`config.mk`:
```
export PLATFORM = sky130hd
export DESIGN_NAME = transmission_estimator_flat
export DESIGN_NICKNAME = d
export VERILOG_FILES = /design/src/rtl/dehaze_pkg.sv /design/src/rtl/transmission_estimator_if.sv /design/src/rtl/te_frame_counter.sv /design/src/rtl/transmission_estimator.sv /design/src/flat_wrapper.sv
export SDC_FILE = /design/constraint.sdc
export NUM_CORES = 1
export LEC_CHECK = 0
export CAP_MARGIN = 20
export CORE_UTILIZATION = 50
export DETAILED_ROUTE_END_ITERATION = 12
export PLACE_DENSITY = 0.68
export SLEW_MARGIN = 0
export SYNTH_ARGS = -nofsm -noshare
export SYNTH_HDL_FRONTEND = slang
export SYNTH_SLANG_ARGS = --single-unit
```
`constraint.sdc`:
```
create_clock -name clk -period 5.5 [get_ports clk]
set_input_delay 1.1 -clock clk [delete_from_list [all_inputs] [get_ports clk]]
set_output_delay 1.1 -clock clk [all_outputs]
set_load 0.02 [all_outputs]
```
`src/rtl/dehaze_pkg.sv`:
```
// Shared definitions for the dehaze datapath.
// Holds the fixed-point widths used between stages and the default tuning
// constants (haze retention, transmission floor, frame size).
package dehaze_pkg;

  localparam int unsigned PIX_W = 8;   // filtered pixel, unsigned integer
  localparam int unsigned INV_W = 16;  // inverse atmospheric light, Q0.16
  localparam int unsigned T_W   = 8;   // transmission, Q0.8

  localparam int unsigned OMEGA_DEF      = 243;     // ~0.95 in Q0.8
  localparam int unsigned T0_DEF         = 26;      // ~0.1 in Q0.8
  localparam int unsigned NUM_PIXELS_DEF = 307200;  // 640x480

endpackage

```
`src/rtl/transmission_estimator_if.sv`:
```
// Pixel stream interface around the transmission estimator.
// Input side : in_valid/in_ready handshake carrying Fc, Inv_Ac, in_last.
// Output side: out_valid/out_ready handshake carrying t_out, out_last.
// master = surrounding logic (upstream source and downstream sink),
// slave  = the estimator.
interface transmission_estimator_if;
  import dehaze_pkg::*;

  logic             in_valid;
  logic             in_ready;
  logic [PIX_W-1:0] Fc;
  logic [INV_W-1:0] Inv_Ac;
  logic             in_last;

  logic             out_valid;
  logic             out_ready;
  logic [T_W-1:0]   t_out;
  logic             out_last;

  modport master (
    output in_valid, Fc, Inv_Ac, in_last, out_ready,
    input  in_ready, out_valid, t_out, out_last
  );

  modport slave (
    input  in_valid, Fc, Inv_Ac, in_last, out_ready,
    output in_ready, out_valid, t_out, out_last
  );

endinterface

```
`src/rtl/te_frame_counter.sv`:
```
// Per-frame pixel counter for the transmission estimator.
// Ports:
//   clk, rst       clock, asynchronous active-high reset
//   hs_i           output handshake strobe (out_valid & out_ready)
//   last_i         out_last of the pixel being handed off
//   frame_done_o   one-cycle pulse the cycle after a frame ends
//   length_err_o   sticky: a frame ended on count or on last, but not both
module te_frame_counter
  import dehaze_pkg::*;
#(
  parameter int unsigned NUM_PIXELS = NUM_PIXELS_DEF
) (
  input  logic clk,
  input  logic rst,
  input  logic hs_i,
  input  logic last_i,
  output logic frame_done_o,
  output logic length_err_o
);

  localparam int unsigned CNT_W = (NUM_PIXELS > 1) ? $clog2(NUM_PIXELS) : 1;

  logic [CNT_W-1:0] cnt_q, cnt_d;
  logic             frame_done_q;
  logic             length_err_q;
  logic             end_cnt, end_last, frame_end;

  assign end_cnt   = hs_i && (cnt_q == CNT_W'(NUM_PIXELS - 1));
  assign end_last  = hs_i && last_i;
  assign frame_end = end_cnt || end_last;

  always_comb begin
    cnt_d = cnt_q;
    if (frame_end)
      cnt_d = '0;
    else if (hs_i)
      cnt_d = cnt_q + CNT_W'(1);
  end

  always_ff @(posedge clk or posedge rst) begin
    if (rst) begin
      cnt_q        <= '0;
      frame_done_q <= 1'b0;
      length_err_q <= 1'b0;
    end else begin
      cnt_q        <= cnt_d;
      frame_done_q <= frame_end;
      // Exactly one of the two end conditions means the frame length was wrong.
      length_err_q <= length_err_q | (end_cnt ^ end_last);
    end
  end

  assign frame_done_o = frame_done_q;
  assign length_err_o = length_err_q;

endmodule

```
`src/rtl/transmission_estimator.sv`:
```
// Transmission estimator: t = max(T0, 1 - OMEGA*min(Fc*Inv_Ac, 1.0)), Q0.8.
// Three-stage pipeline under one global advance; a stalled output freezes
// every stage.
// Ports:
//   clk, rst       clock, asynchronous active-high reset
//   bus            stream interface (slave side): pixel in, transmission out
//   frame_done_o   one-cycle pulse after the last pixel of a frame is handed off
//   length_err_o   sticky frame length mismatch
module transmission_estimator
  import dehaze_pkg::*;
#(
  parameter int unsigned OMEGA      = OMEGA_DEF,
  parameter int unsigned T0         = T0_DEF,
  parameter int unsigned NUM_PIXELS = NUM_PIXELS_DEF
) (
  input  logic                     clk,
  input  logic                     rst,
  transmission_estimator_if.slave  bus,
  output logic                     frame_done_o,
  output logic                     length_err_o
);

  logic adv;

  // S1: Fc*Inv_Ac is Q8.16; only the Q8.8 part survives the later shift,
  // so the fractional low byte is dropped at the register.
  logic        v1_q, l1_q;
  logic [15:0] p1_q, p1_d;

  // S2: saturated ratio times OMEGA, Q0.16.
  logic        v2_q, l2_q;
  logic [15:0] r_sat;
  logic [16:0] w2_q, w2_d;

  // S3: registered transmission.
  logic        out_valid_q, last_q;
  logic [8:0]  ttmp;
  logic [7:0]  t_q, t_d;

  assign adv          = !out_valid_q || bus.out_ready;
  assign bus.in_ready = adv;

  assign p1_d  = 16'((24'(bus.Fc) * 24'(bus.Inv_Ac)) >> 8);
  assign r_sat = (p1_q > 16'd256) ? 16'd256 : p1_q;
  assign w2_d  = 17'(OMEGA) * 17'(r_sat);
  // W never exceeds 1.0 in Q0.16, so the subtraction cannot wrap.
  assign ttmp  = 9'((17'h10000 - w2_q) >> 8);

  always_comb begin
    if (ttmp > 9'd255)
      t_d = 8'hFF;
    else if (ttmp < 9'(T0))
      t_d = 8'(T0);
    else
      t_d = ttmp[7:0];
  end

  always_ff @(posedge clk or posedge rst) begin
    if (rst) begin
      v1_q        <= 1'b0;
      l1_q        <= 1'b0;
      p1_q        <= '0;
      v2_q        <= 1'b0;
      l2_q        <= 1'b0;
      w2_q        <= '0;
      out_valid_q <= 1'b0;
      last_q      <= 1'b0;
      t_q         <= '0;
    end else if (adv) begin
      v1_q        <= bus.in_valid;
      l1_q        <= bus.in_valid && bus.in_last;
      p1_q        <= p1_d;
      v2_q        <= v1_q;
      l2_q        <= l1_q;
      w2_q        <= w2_d;
      out_valid_q <= v2_q;
      last_q      <= l2_q;
      t_q         <= t_d;
    end
  end

  assign bus.out_valid = out_valid_q;
  assign bus.out_last  = last_q;
  assign bus.t_out     = t_q;

  te_frame_counter #(
    .NUM_PIXELS (NUM_PIXELS)
  ) u_frame_counter (
    .clk          (clk),
    .rst          (rst),
    .hs_i         (out_valid_q && bus.out_ready),
    .last_i       (last_q),
    .frame_done_o (frame_done_o),
    .length_err_o (length_err_o)
  );

endmodule

```
`src/flat_wrapper.sv`:
```
// flat-port wrapper written by rule: the top's interface ports become plain ports
module transmission_estimator_flat import dehaze_pkg::*;
#(
  parameter int unsigned OMEGA      = OMEGA_DEF,
  parameter int unsigned T0         = T0_DEF,
  parameter int unsigned NUM_PIXELS = NUM_PIXELS_DEF
)
  (clk, rst, frame_done_o, length_err_o, bus_in_valid, bus_Fc, bus_Inv_Ac, bus_in_last, bus_out_ready, bus_in_ready, bus_out_valid, bus_t_out, bus_out_last);
  transmission_estimator_if bus_i ();
  input  logic clk;
  input  logic rst;
  output logic frame_done_o;
  output logic length_err_o;
  input wire logic [$bits(bus_i.in_valid)-1:0] bus_in_valid;
  input wire logic [$bits(bus_i.Fc)-1:0] bus_Fc;
  input wire logic [$bits(bus_i.Inv_Ac)-1:0] bus_Inv_Ac;
  input wire logic [$bits(bus_i.in_last)-1:0] bus_in_last;
  input wire logic [$bits(bus_i.out_ready)-1:0] bus_out_ready;
  output wire logic [$bits(bus_i.in_ready)-1:0] bus_in_ready;
  output wire logic [$bits(bus_i.out_valid)-1:0] bus_out_valid;
  output wire logic [$bits(bus_i.t_out)-1:0] bus_t_out;
  output wire logic [$bits(bus_i.out_last)-1:0] bus_out_last;
  assign bus_i.in_valid = bus_in_valid;
  assign bus_i.Fc = bus_Fc;
  assign bus_i.Inv_Ac = bus_Inv_Ac;
  assign bus_i.in_last = bus_in_last;
  assign bus_i.out_ready = bus_out_ready;
  assign bus_in_ready = bus_i.in_ready;
  assign bus_out_valid = bus_i.out_valid;
  assign bus_t_out = bus_i.t_out;
  assign bus_out_last = bus_i.out_last;
  transmission_estimator #(.OMEGA(OMEGA), .T0(T0), .NUM_PIXELS(NUM_PIXELS)) u_core (.clk(clk), .rst(rst), .bus(bus_i), .frame_done_o(frame_done_o), .length_err_o(length_err_o));
endmodule
```
==> reports/summary.log, run 1 <==
qor: run_status.status finished clean
qor: sta.max_slew.worst_pin.slew 625 ps
qor: synth.synth_area_leaders fa_1 28%, dfrtp_1 20%, ha_1 11%
qor: placement.globalplace.congestion 0.822
qor: placement.numPlacedInstances 1,278
qor: detailed_routing.routed.top_layer met4
qor: cells_and_area.layout-area-overhead-vs-synth 19.8%
qor: sta.final.setup.worst_slack 180 ps
qor: clock_tree.tritoncts built
qor: pwr.max-vdd-ir-drop 243 µV
qor: clock_tree.cts_inserted_buffers 9
qor: synth.post_synth_inst_count 947
qor: sta.report.final.hold_viol_count 0
qor: sta.fmax 188 MHz
qor: pwr.power.density_cell_area 381 nW/µm²
qor: detailed_routing.met3_length 504 µm
qor: detailed_routing.routed-via-count 6,616
qor: synth.synth.cells.most_frequent 164 x inv_1, 133 x nand2_1, 122 x fa_1
qor: sta.period_share 96.7%
qor: detailed_routing.drt_first_iter_violations 310
qor: placement.dp_hpwl 14,100 µm
qor: clock_tree.tritoncts_num_sinks 68
qor: detailed_routing.wire_per_inst 13.4 µm
qor: synth.synth.yosys.seq_area_share 19.8%
qor: sta.finalCriticalPeriod 5320 ps
qor: critical_path.timing.critical_path.fanout_max 5
qor: cells_and_area.insertedDiodeCount 0
qor: synth.synth.top_cell.area_share 28.4%
qor: cells_and_area.final_util 61.6%
qor: sta.finalClockSkew 3.42 ps
qor: clock_tree.cts.reportedPaths.clkPinSlew 50 ps
qor: cells_and_area.fin_cells 1,299
qor: floorplanning.num_io_pins 42
qor: detailed_routing.firstDrtPassIters 5
qor: global_routing.first_global_vias 6,915
qor: critical_path.worstSetupEndpointType flop
qor: floorplanning.die_extent_in_y 133 µm
qor: sta.finalSetupViolations 0
qor: clock_tree.clkLatencyLatePin 330 ps
qor: critical_path.ff2ff_setup_slack 350 ps
qor: synth.flip_flop_and_latch_count_after_synthesis 68
qor: job.maxCapViolCount 0
qor: sta.timing_max_transition_violations_final 0
qor: placement.detailed_place.area 9850 µm²
qor: floorplanning.start_util 51.4%
qor: placement.dpl_worst_slack -572 ps
qor: global_routing.globalRouteTotalUtil 21.8%
qor: floorplanning.rows 47
qor: global_routing.global_route_wire_length_before_repair 31,400 µm
qor: detailed_routing.detail_route.drc_violations 0
qor: cells_and_area.finish.instance_area 10,300 µm²
qor: critical_path.crit_arrival 5540 ps
qor: pwr.leakagePower 5.27 nW
qor: critical_path.critical_path_launch_point_type input pin
qor: critical_path.worst_reg2reg_path_depth 20
qor: detailed_routing.ant_nets 0
qor: critical_path.cp-startpoint bus_Inv_Ac[11]
qor: synth.synthesis.area 8590 µm²
qor: critical_path.kind_of_critical_path in2reg
qor: synth.postSynth.asyncResetShare 100%
qor: detailed_routing.totalWireLength 17,300 µm
qor: critical_path.critical_path_required 5720 ps
qor: clock_tree.clock-root-buffer clkbuf_16
qor: placement.placement.io_buffers 41
qor: synth.number_of_flops_mapped_to_enable_cells_by_yosys 0
qor: global_routing.grt_antenna_before_repair 0
qor: synth.post_synth_num_cell_types 60
qor: synth.post_synth.cell_area_avg 9.07 µm²
qor: critical_path.worstReg2RegEnd u_core.w2_q[16]
qor: global_routing.grt_overflow 0
qor: cells_and_area.nNetsFinal 1,303
qor: sta.hold_ws 468 ps
qor: synth.most_common_cell_in_the_synthesized_netlist inv_1
qor: hold_path.holdCritStartpoint u_core.v2_q
qor: critical_path.cp-endpoint u_core.p1_q[13]
qor: hold_path.hp-class reg2reg
qor: synth.synthesis.yosys.warnings 0
qor: detailed_routing.met2_length 8610 µm
qor: clock_tree.holdBufCountCts 0
qor: global_routing.grt_max_degree 52
qor: floorplanning.die-area 17,700 µm²
qor: cells_and_area.fill_cells 1,466
qor: floorplanning.chipWidth 133 µm
qor: critical_path.timing.rr.start u_core.p1_q[4]
qor: clock_tree.cts.htree.levels 3
qor: cells_and_area.post_route_cells_drive_above_1_share 12.0%
qor: synth.cell_type_with_the_highest_aggregate_area_in_the_netlist fa_1
qor: detailed_routing.drt-met1-wl 8100 µm
qor: clock_tree.ctsLongestPathBuffers 2
qor: synth.ys.flop_type dfrtp_1
qor: floorplanning.coreArea 16,700 µm²
qor: detailed_routing.vias_per_cell 5.09
qor: sta.slew_headroom 58.0%
[layer usage]
layer | up-vias | GRT usage [%]
li1 | 3252 | -
met1 | 3256 | 30.3
met2 | 94 | 36.2
met3 | 14 | 3.41
met4 | 0 | 3.96
met5 | - | 0
[placed cells by master (no fill, tap or decap), types with 4 or more instances in the layout]
cell	n
o21bai_1	4
nand3_1	17
o21ai_1	4
o31ai_1	4
or3_1	7
o22a_1	5
nor4_1	5
and3_1	6
dlygate4sd2_1	9
or2_2	5
inv_1	163
o21a_1	4
nor2_1	56
xnor2_1	21
clkbuf_16	9
nand2b_1	4
dlymetal6s2s_1	8
a21oi_1	29
fa_1	121
a21o_1	11
clkdlybuf4s50_1	23
buf_12	4
xor2_1	25
dfrtp_1	68
buf_4	72
conb_1	19
nand2_1	133
ha_1	72
and2_1	57
nor3_1	11
a211oi_1	4
o21ai_0	21
ha_4	4
[kinds of logic (layout without fill, tap and decap cells)]
| logic type | count (synthesis) | count (layout) | synth area share (%) |
|---|---|---|---|
| other cells | 2 | 19 | 0.0874 |
| xor+xnor | 46 | 46 | 4.69 |
| flops | 68 | 68 | 19.8 |
| simple gates | 331 | 331 | 18.8 |
| fa+ha+maj | 199 | 199 | 39.7 |
| compound gates | 114 | 114 | 8.57 |
| mux | 1 | 1 | 0.131 |
| buf+inv | 186 | 301 | 8.23 |
[final cells by class]
type,count,area (µm²),share of cell area (%)
timing repair buffer,121,1080,10.5
multi-input combinational,710,6360,61.8
clock buffer,10,229,2.22
tap,220,275,2.67
inverter,165,619,6.02
clock inverter,5,30.0,0.292
sequential,68,1700,16.5
[sequential cells by signal, indices dropped and copies added (netlist names)]
name	flops
u_core.v2_q	1
u_core.p1_q	16
u_core.bus.out_valid	1
u_core.bus.t_out	8
u_core.u_frame_counter.frame_done_o	1
u_core.u_frame_counter.length_err_o	1
u_core.v1_q	1
u_core.l1_q	1
u_core.w2_q	17
u_core.u_frame_counter.cnt_q	19
u_core.bus.out_last	1
u_core.l2_q	1
[stage by stage]
step / power, W / setup TNS [ps]
after CTS: 0.00388 / 0
after detailed placement: 0.00329 / -5460
final: 0.00392 / 0
after global placement: 0.00323 / -4980
after global routing: 0.00432 / -2.97
after floorplan: 0.00243 / 0
[worst max-delay path, stage by stage]
cell,delay [ps]
dlygate4sd2_1,290
buf_4,170
and2_1,150
fa_1,480
fa_1,570
fa_1,450
fa_1,430
ha_1,310
a41oi_1,190
o21ai_1,110
a21o_1,180
or3_1,330
o211a_1,230
or3_1,300
a31o_2,240
[where the power goes]
group	switching, W	leakage (nW)	total [W]	internal [W]
clock network	0.000202	0.124	0.000501	0.000299
registers	0.000154	0.839	0.000824	0.000670
logic	0.00132	4.31	0.00260	0.00128
[worst min path at each step]
stage | slack, ps | to | cells past startpoint
2_1_floorplan | 430 | u_core.v2_q | 2
3_3_place_gp | 450 | u_core.v2_q | 2
3_5_place_dp | 460 | u_core.u_frame_counter.length_err_o | 1
4_1_cts | 470 | u_core.w2_q[1] | 2
5_1_grt | 490 | u_core.v2_q | 2
6_report | 470 | u_core.v2_q | 2
[what timing repair did]
action                                  in CTS  in global routing
gates resized for setup                     20                 29
gates cloned                                 1                  1
hold endpoints to repair                     0                  0
pin swaps                                   15                 10
endpoints found under the setup margin      10                 14
buffers inserted                             3                  1
Note: power is estimated with default switching activity, not from simulation.
==> inputs of run 2 (changes only) <==
CORE_ASPECT_RATIO = 1.4   (was not set)
SKIP_CTS_REPAIR_TIMING = 1   (was not set)
==> run 2 against run 1 <==
Compared with the run above: fmax grew 1.4%; non-clock buffer count up 4; clock skew grew 1.6 ps; via count shrank 0.38%; highest routed layer unchanged; critical path type unchanged; largest cell class unchanged.
==> reports/summary.log, run 2 (synthesis gave the netlist of run 1 again) <==
qor: sta.report.final.hold_viol_count 0
qor: pwr.power_switching_share 40.9%
qor: global_routing.global_route_wire_length_before_repair 30,000 µm
qor: clock_tree.clkLatencyLatePin 330 ps
qor: global_routing.first_global_vias 6,765
qor: global_routing.globalRouteTotalUtil 20.9%
qor: job.maxCapViolCount 0
qor: pwr.max-vdd-ir-drop 172 µV
qor: sta.slew_headroom 53.9%
qor: global_routing.grt_max_degree 52
qor: detailed_routing.routed.top_layer met4
qor: detailed_routing.firstDrtPassIters 5
qor: floorplanning.coreArea 16,700 µm²
qor: clock_tree.clock-root-buffer clkbuf_16
qor: sta.finalClockSkew 4.98 ps
qor: sta.timing_max_transition_violations_final 0
qor: clock_tree.cts_inserted_buffers 9
qor: cells_and_area.fill_cells 1,415
qor: detailed_routing.met2_length 10,200 µm
qor: critical_path.critical_path_launch_point_type input pin
qor: detailed_routing.routed-via-count 6,591
qor: placement.placement.io_buffers 41
qor: pwr.switching_power_summed_over_all_nets 0.00164 W
qor: detailed_routing.totalWireLength 17,800 µm
qor: floorplanning.num_io_pins 42
qor: sta.finalCriticalPeriod 5250 ps
qor: pwr.internal_power 0.00237 W
qor: cells_and_area.finish.instance_area 10,400 µm²
qor: sta.finalSetupViolations 0
qor: floorplanning.start_util 51.3%
qor: critical_path.kind_of_critical_path in2reg
qor: pwr.combPwrFrac 64.6%
qor: cells_and_area.final_util 62.3%
qor: placement.dp_hpwl 14,300 µm
qor: clock_tree.ctsLongestPathBuffers 2
qor: critical_path.timing.critical_path.fanout_max 8
qor: floorplanning.die-area 17,700 µm²
qor: cells_and_area.insertedDiodeCount 0
qor: clock_tree.tritoncts built
qor: clock_tree.tritoncts_num_sinks 68
qor: floorplanning.chipWidth 113 µm
qor: cells_and_area.fin_cells 1,286
qor: critical_path.crit_path_cell_chain dlymetal6s2s_1 > buf_12 > nand2_1 > fa_1 > inv_1 > fa_1 > fa_1 > fa_1 > ha_4 > a41oi_2 > o21ai_2 > a21o_1 > or3_1 > o211a_1 > or3_1 > a31o_2
qor: run_status.status finished clean
qor: pwr.leakagePower 5.43 nW
qor: placement.detailed_place.area 9850 µm²
qor: cells_and_area.mostFrequentLayoutCells 163 x inv_1, 133 x nand2_1, 121 x fa_1
qor: floorplanning.die_extent_in_y 157 µm
qor: clock_tree.cts.reportedPaths.clkPinSlew 50 ps
qor: detailed_routing.met3_length 274 µm
qor: critical_path.cpMaxStageDelayCell fa_1
qor: global_routing.grt_overflow 0
qor: placement.numPlacedInstances 1,263
qor: global_routing.grt_antenna_before_repair 0
qor: floorplanning.rows 56
qor: cells_and_area.nNetsFinal 1,307
qor: hold_path.hp-class reg2reg
qor: sta.max_slew.worst_pin.slew 685 ps
qor: sta.rsz0062_at_grt no
qor: detailed_routing.ant_nets 0
qor: cells_and_area.mostFrequentLayoutCell inv_1
qor: sta.fmax 191 MHz
qor: critical_path.crit_arrival 5470 ps
qor: pwr.power.density_cell_area 384 nW/µm²
qor: sta.hold_ws 466 ps
qor: pwr.p_total 0.00401 W
qor: critical_path.critical_path.max_stage_delay 550 ps
qor: detailed_routing.drt_first_iter_violations 282
qor: cells_and_area.layout-area-overhead-vs-synth 21.5%
qor: critical_path.critical_path_required 5720 ps
qor: cells_and_area.number_of_flip_flops_in_the_largest_register 19
qor: pwr.seqPwrFrac 20.4%
qor: critical_path.worstSetupEndpointType flop
qor: detailed_routing.wire_per_inst 13.8 µm
qor: critical_path.crit_path_top_cell_by_count fa_1
qor: cells_and_area.post_route_cells_drive_above_1_share 12.3%
qor: clock_tree.cts.htree.levels 3
qor: detailed_routing.drt-met1-wl 7010 µm
qor: sta.period_share 95.4%
qor: pwr.clock_power_share 14.9%
qor: placement.globalplace.congestion 0.814
qor: detailed_routing.detail_route.drc_violations 0
qor: cells_and_area.top_regs u_core.u_frame_counter.cnt_q (19), u_core.w2_q (17), u_core.p1_q (16)
qor: cells_and_area.largest_register u_core.u_frame_counter.cnt_q
qor: detailed_routing.vias_per_cell 5.13
run 2: changes by cell type in the layout (fill, tap and decap cells not counted), sizes merged:
cell,delta
clkbuf,-1
dlygate4sd2,-9
clkdlybuf4s50,-3
clkinvlp,-1
dlymetal6s2s,+13
bufinv,+2
clkinv,-1
buf,+4
run 2: critical path, delay by kind of cell:
kind,cells,cell delay (ps)
adders and majority gates,5,2260
buffers and inverters,3,440
AOI/OAI and AO/OA,5,950
and+or+nand+nor,3,720
run 2: per-stage QoR:
step / worst slack (ps) / setup TNS (ps)
floorplan: 14.5 / 0
global placement: -461 / -2900
detailed placement: -535 / -3940
CTS: -201 / -359
global route: 15.7 / 0
finish: 251 / 0
run 2: metal layers:
metal / track usage (%) / vias to the layer above
li1: - / 3256
met1: 23.1 / 3204
met2: 42.2 / 100
met3: 1.93 / 31
met4: 5.02 / 0
met5: 0 / -
run 2: path summary, 6_finish.rpt:
| kind | slack (ps) | end | depth (start not counted) | start |
|---|---|---|---|---|
| worst max-delay path | 250 | u_core.p1_q[13] | 16 | bus_Fc[2] |
| worst min-delay path | 470 | u_core.v2_q | 2 | u_core.v2_q |
| min in group asynchronous | 1160 | u_core.v2_q | 2 | rst |
| worst min register to register | 470 | u_core.v2_q | 2 | u_core.v2_q |
| worst max register to register | 320 | u_core.w2_q[16] | 21 | u_core.p1_q[0] |
| max in group asynchronous | 3400 | u_core.w2_q[14] | 3 | rst |
run 2: layout make-up:
class                      count  area [µm²]  area share, %
sequential                    68        1700           16.3
inverter                     165         619           5.93
tap                          203         254           2.43
clock inverter                 5        77.6          0.743
clock buffer                  10         229           2.19
multi-input combinational    710        6380           61.1
timing repair buffer         125        1170           11.3
run 2: power groups by stage:
stage | logic, W | clock network (W) | registers [W]
finish | 0.00259 | 0.000598 | 0.000819
global route | 0.00294 | 0.000628 | 0.000840
CTS | 0.00242 | 0.000606 | 0.000808
detailed placement | 0.00241 | 0 | 0.000815
global placement | 0.00235 | 0 | 0.000809
floorplan | 0.00161 | 0 | 0.000818
==> inputs of run 3 (changes only) <==
DONT_BUFFER_PORTS = 1   (was not set)
PLACE_DENSITY = 0.65   (was 0.68)
==> run 3 against run 2 <==
Compared with the run above: sequential power up 4.8%; routed wire length down 8.1%; fmax up 0.70%; highest routed layer unchanged; flip-flop and latch count unchanged; total power down 15%; cell count down 8.6%.
==> reports/summary.log, run 3 (synthesis gave the netlist of run 1 again) <==
qor: run_status.status finished clean
qor: floorplanning.rows 56
qor: clock_tree.ctsLongestPathBuffers 2
qor: critical_path.crit_arrival 5400 ps
qor: critical_path.worstSetupEndpointType flop
qor: cells_and_area.layout-area-overhead-vs-synth 7.68%
qor: cells_and_area.post_route_cells_drive_above_1_share 4.94%
qor: pwr.power_switching_share 42.7%
qor: pwr.seqPwrFrac 25.2%
qor: critical_path.critical_path_launch_point_type flop
qor: sta.max_slew.worst_pin.slew 859 ps
qor: global_routing.grt_max_degree 69
qor: pwr.clock_power_share 17.3%
qor: detailed_routing.vias_per_cell 5.18
qor: global_routing.first_global_vias 6,277
qor: pwr.combPwrFrac 57.6%
qor: sta.finalSetupViolations 0
qor: critical_path.crit_path_cell_chain nor4_4 > nand2_1 > a21oi_1 > buf_4 > nand2_1 > fa_1 > inv_1 > fa_1 > inv_1 > fa_1 > fa_1 > inv_1 > ha_1 > a21o_1 > a21o_1 > nor3_1 > buf_4 > o211ai_1 > a41oi_1 > xnor2_1 > a21oi_1
qor: critical_path.critical_path.max_stage_delay 540 ps
qor: sta.rsz0062_at_grt no
qor: pwr.max-vdd-ir-drop 151 µV
qor: sta.setup-tns-final 0 ps
qor: cells_and_area.mostFrequentLayoutCells 163 x inv_1, 133 x nand2_1, 122 x fa_1
qor: clock_tree.clock-root-buffer clkbuf_16
qor: floorplanning.chipWidth 113 µm
qor: critical_path.crit_path_top_cell_by_count fa_1
qor: floorplanning.die_extent_in_y 157 µm
qor: placement.dpl_worst_slack 71.4 ps
qor: cells_and_area.insertedDiodeCount 0
qor: critical_path.buffers_and_inverters_on_the_worst_path 5
qor: sta.timing_max_transition_violations_final 0
qor: clock_tree.tritoncts built
qor: clock_tree.cts.reportedPaths.clkPinSlew 60 ps
qor: detailed_routing.ant_nets 0
qor: floorplanning.coreArea 16,700 µm²
qor: sta.finalClockSkew 7.31 ps
qor: floorplanning.start_util 51.3%
qor: placement.dp_hpwl 13,300 µm
qor: clock_tree.clkLatencyLatePin 330 ps
qor: sta.period_share 94.8%
qor: sta.report.final.hold_viol_count 0
qor: pwr.internal_power 0.00195 W
qor: sta.final.setup.worst_slack 287 ps
qor: placement.globalplace.congestion 0.847
qor: detailed_routing.detail_route.drc_violations 0
qor: hold_path.hp-class reg2reg
qor: cells_and_area.nNetsFinal 1,195
qor: placement.placement.io_buffers 0
qor: clock_tree.tritoncts_num_sinks 68
qor: critical_path.kind_of_critical_path reg2reg
qor: clock_tree.cts.htree.levels 3
qor: detailed_routing.totalWireLength 16,300 µm
qor: cells_and_area.largest_register u_core.u_frame_counter.cnt_q
qor: detailed_routing.drt_first_iter_violations 177
qor: pwr.power.density_cell_area 368 nW/µm²
qor: critical_path.critical_path_required 5690 ps
qor: job.maxCapViolCount 0
qor: critical_path.cpLargestDelayFamily adder cells
qor: sta.finalCriticalPeriod 5210 ps
qor: pwr.leakagePower 4.70 nW
qor: cells_and_area.top_regs u_core.u_frame_counter.cnt_q (19), u_core.w2_q (17), u_core.p1_q (16)
qor: detailed_routing.firstDrtPassIters 4
qor: sta.slew_headroom 42.7%
qor: floorplanning.num_io_pins 42
qor: cells_and_area.mostFrequentLayoutCell inv_1
qor: clock_tree.cts_inserted_buffers 9
qor: global_routing.globalRouteTotalUtil 20.1%
qor: pwr.switching_power_summed_over_all_nets 0.00146 W
qor: cells_and_area.number_of_flip_flops_in_the_largest_register 19
qor: floorplanning.die-area 17,700 µm²
qor: critical_path.cpMaxStageDelayCell fa_1
qor: detailed_routing.wire_per_inst 13.9 µm
qor: detailed_routing.routed-via-count 6,090
qor: global_routing.grt_antenna_before_repair 0
qor: global_routing.grt_overflow 0
qor: global_routing.global_route_wire_length_before_repair 28,500 µm
qor: critical_path.timing.critical_path.fanout_max 10
qor: sta.fmax 192 MHz
## run 3: changes by cell type in the layout (fill, tap and decap cells not counted), moves of 4 or more
cell,before,now
ha_4,5,0
a21oi_2,4,0
buf_6,5,0
dlymetal6s2s_1,21,0
ha_1,71,77
buf_12,4,0
buf_4,72,13
clkdlybuf4s50_1,20,0
o21ai_0,22,26
a21oi_1,27,32
## run 3: cell type report
cell class,instances,area (µm²)
timing repair buffer,13,97.6
clock inverter,5,60.1
sequential,68,1700
multi-input combinational,710,6260
fill,1492,7500
tap,203,254
clock buffer,11,253
inverter,165,619
## run 3: power groups by stage
| stage | combinational (W) | clock (W) | sequential (W) |
|---|---|---|---|
| 2_1_floorplan | 0.00161 | 0 | 0.000818 |
| 3_3_place_gp | 0.00194 | 0 | 0.000858 |
| 3_5_place_dp | 0.00198 | 0 | 0.000862 |
| 4_1_cts | 0.00199 | 0.000604 | 0.000854 |
| 5_1_grt | 0.00228 | 0.000622 | 0.000885 |
| 6_report | 0.00196 | 0.000588 | 0.000858 |
## run 3: path summary, 6_finish.rpt
| path | slack, ps | from | cells after the start | endpoint |
|---|---|---|---|---|
| min | 460 | u_core.v2_q | 1 | u_core.bus.out_valid |
| min in group asynchronous | 900 | rst | 2 | u_core.l2_q |
| max in group asynchronous | 4030 | rst | 2 | u_core.w2_q[11] |
| max | 290 | u_core.p1_q[0] | 21 | u_core.w2_q[16] |
| max reg2reg | 290 | u_core.p1_q[0] | 21 | u_core.w2_q[16] |
| min reg2reg | 460 | u_core.v2_q | 1 | u_core.bus.out_valid |
## run 3: layer usage
layer,GRT usage [%],vias to the layer above,routed length [µm]
li1,-,3024,-
met1,22.7,2956,6770
met2,39.3,101,8910
met3,2.89,9,488
met4,4.44,0,152
met5,0,-,0
## run 3: through the flow
| stage | util, % | hold slack, ps | std cells | instance area [µm²] | total power [W] |
|---|---|---|---|---|---|
| 3_3_place_gp | 53.2 | 443 | 1158 | 8910 | 0.00279 |
| 4_1_cts | 55.1 | 460 | 1174 | 9220 | 0.00345 |
| 6_report | 55.2 | 459 | 1175 | 9250 | 0.00341 |
| 2_1_floorplan | - | 430 | 964 | 8660 | 0.00243 |
| 3_5_place_dp | 53.2 | 447 | 1158 | 8910 | 0.00284 |
| 5_1_grt | 55.2 | 484 | 1175 | 9250 | 0.00379 |
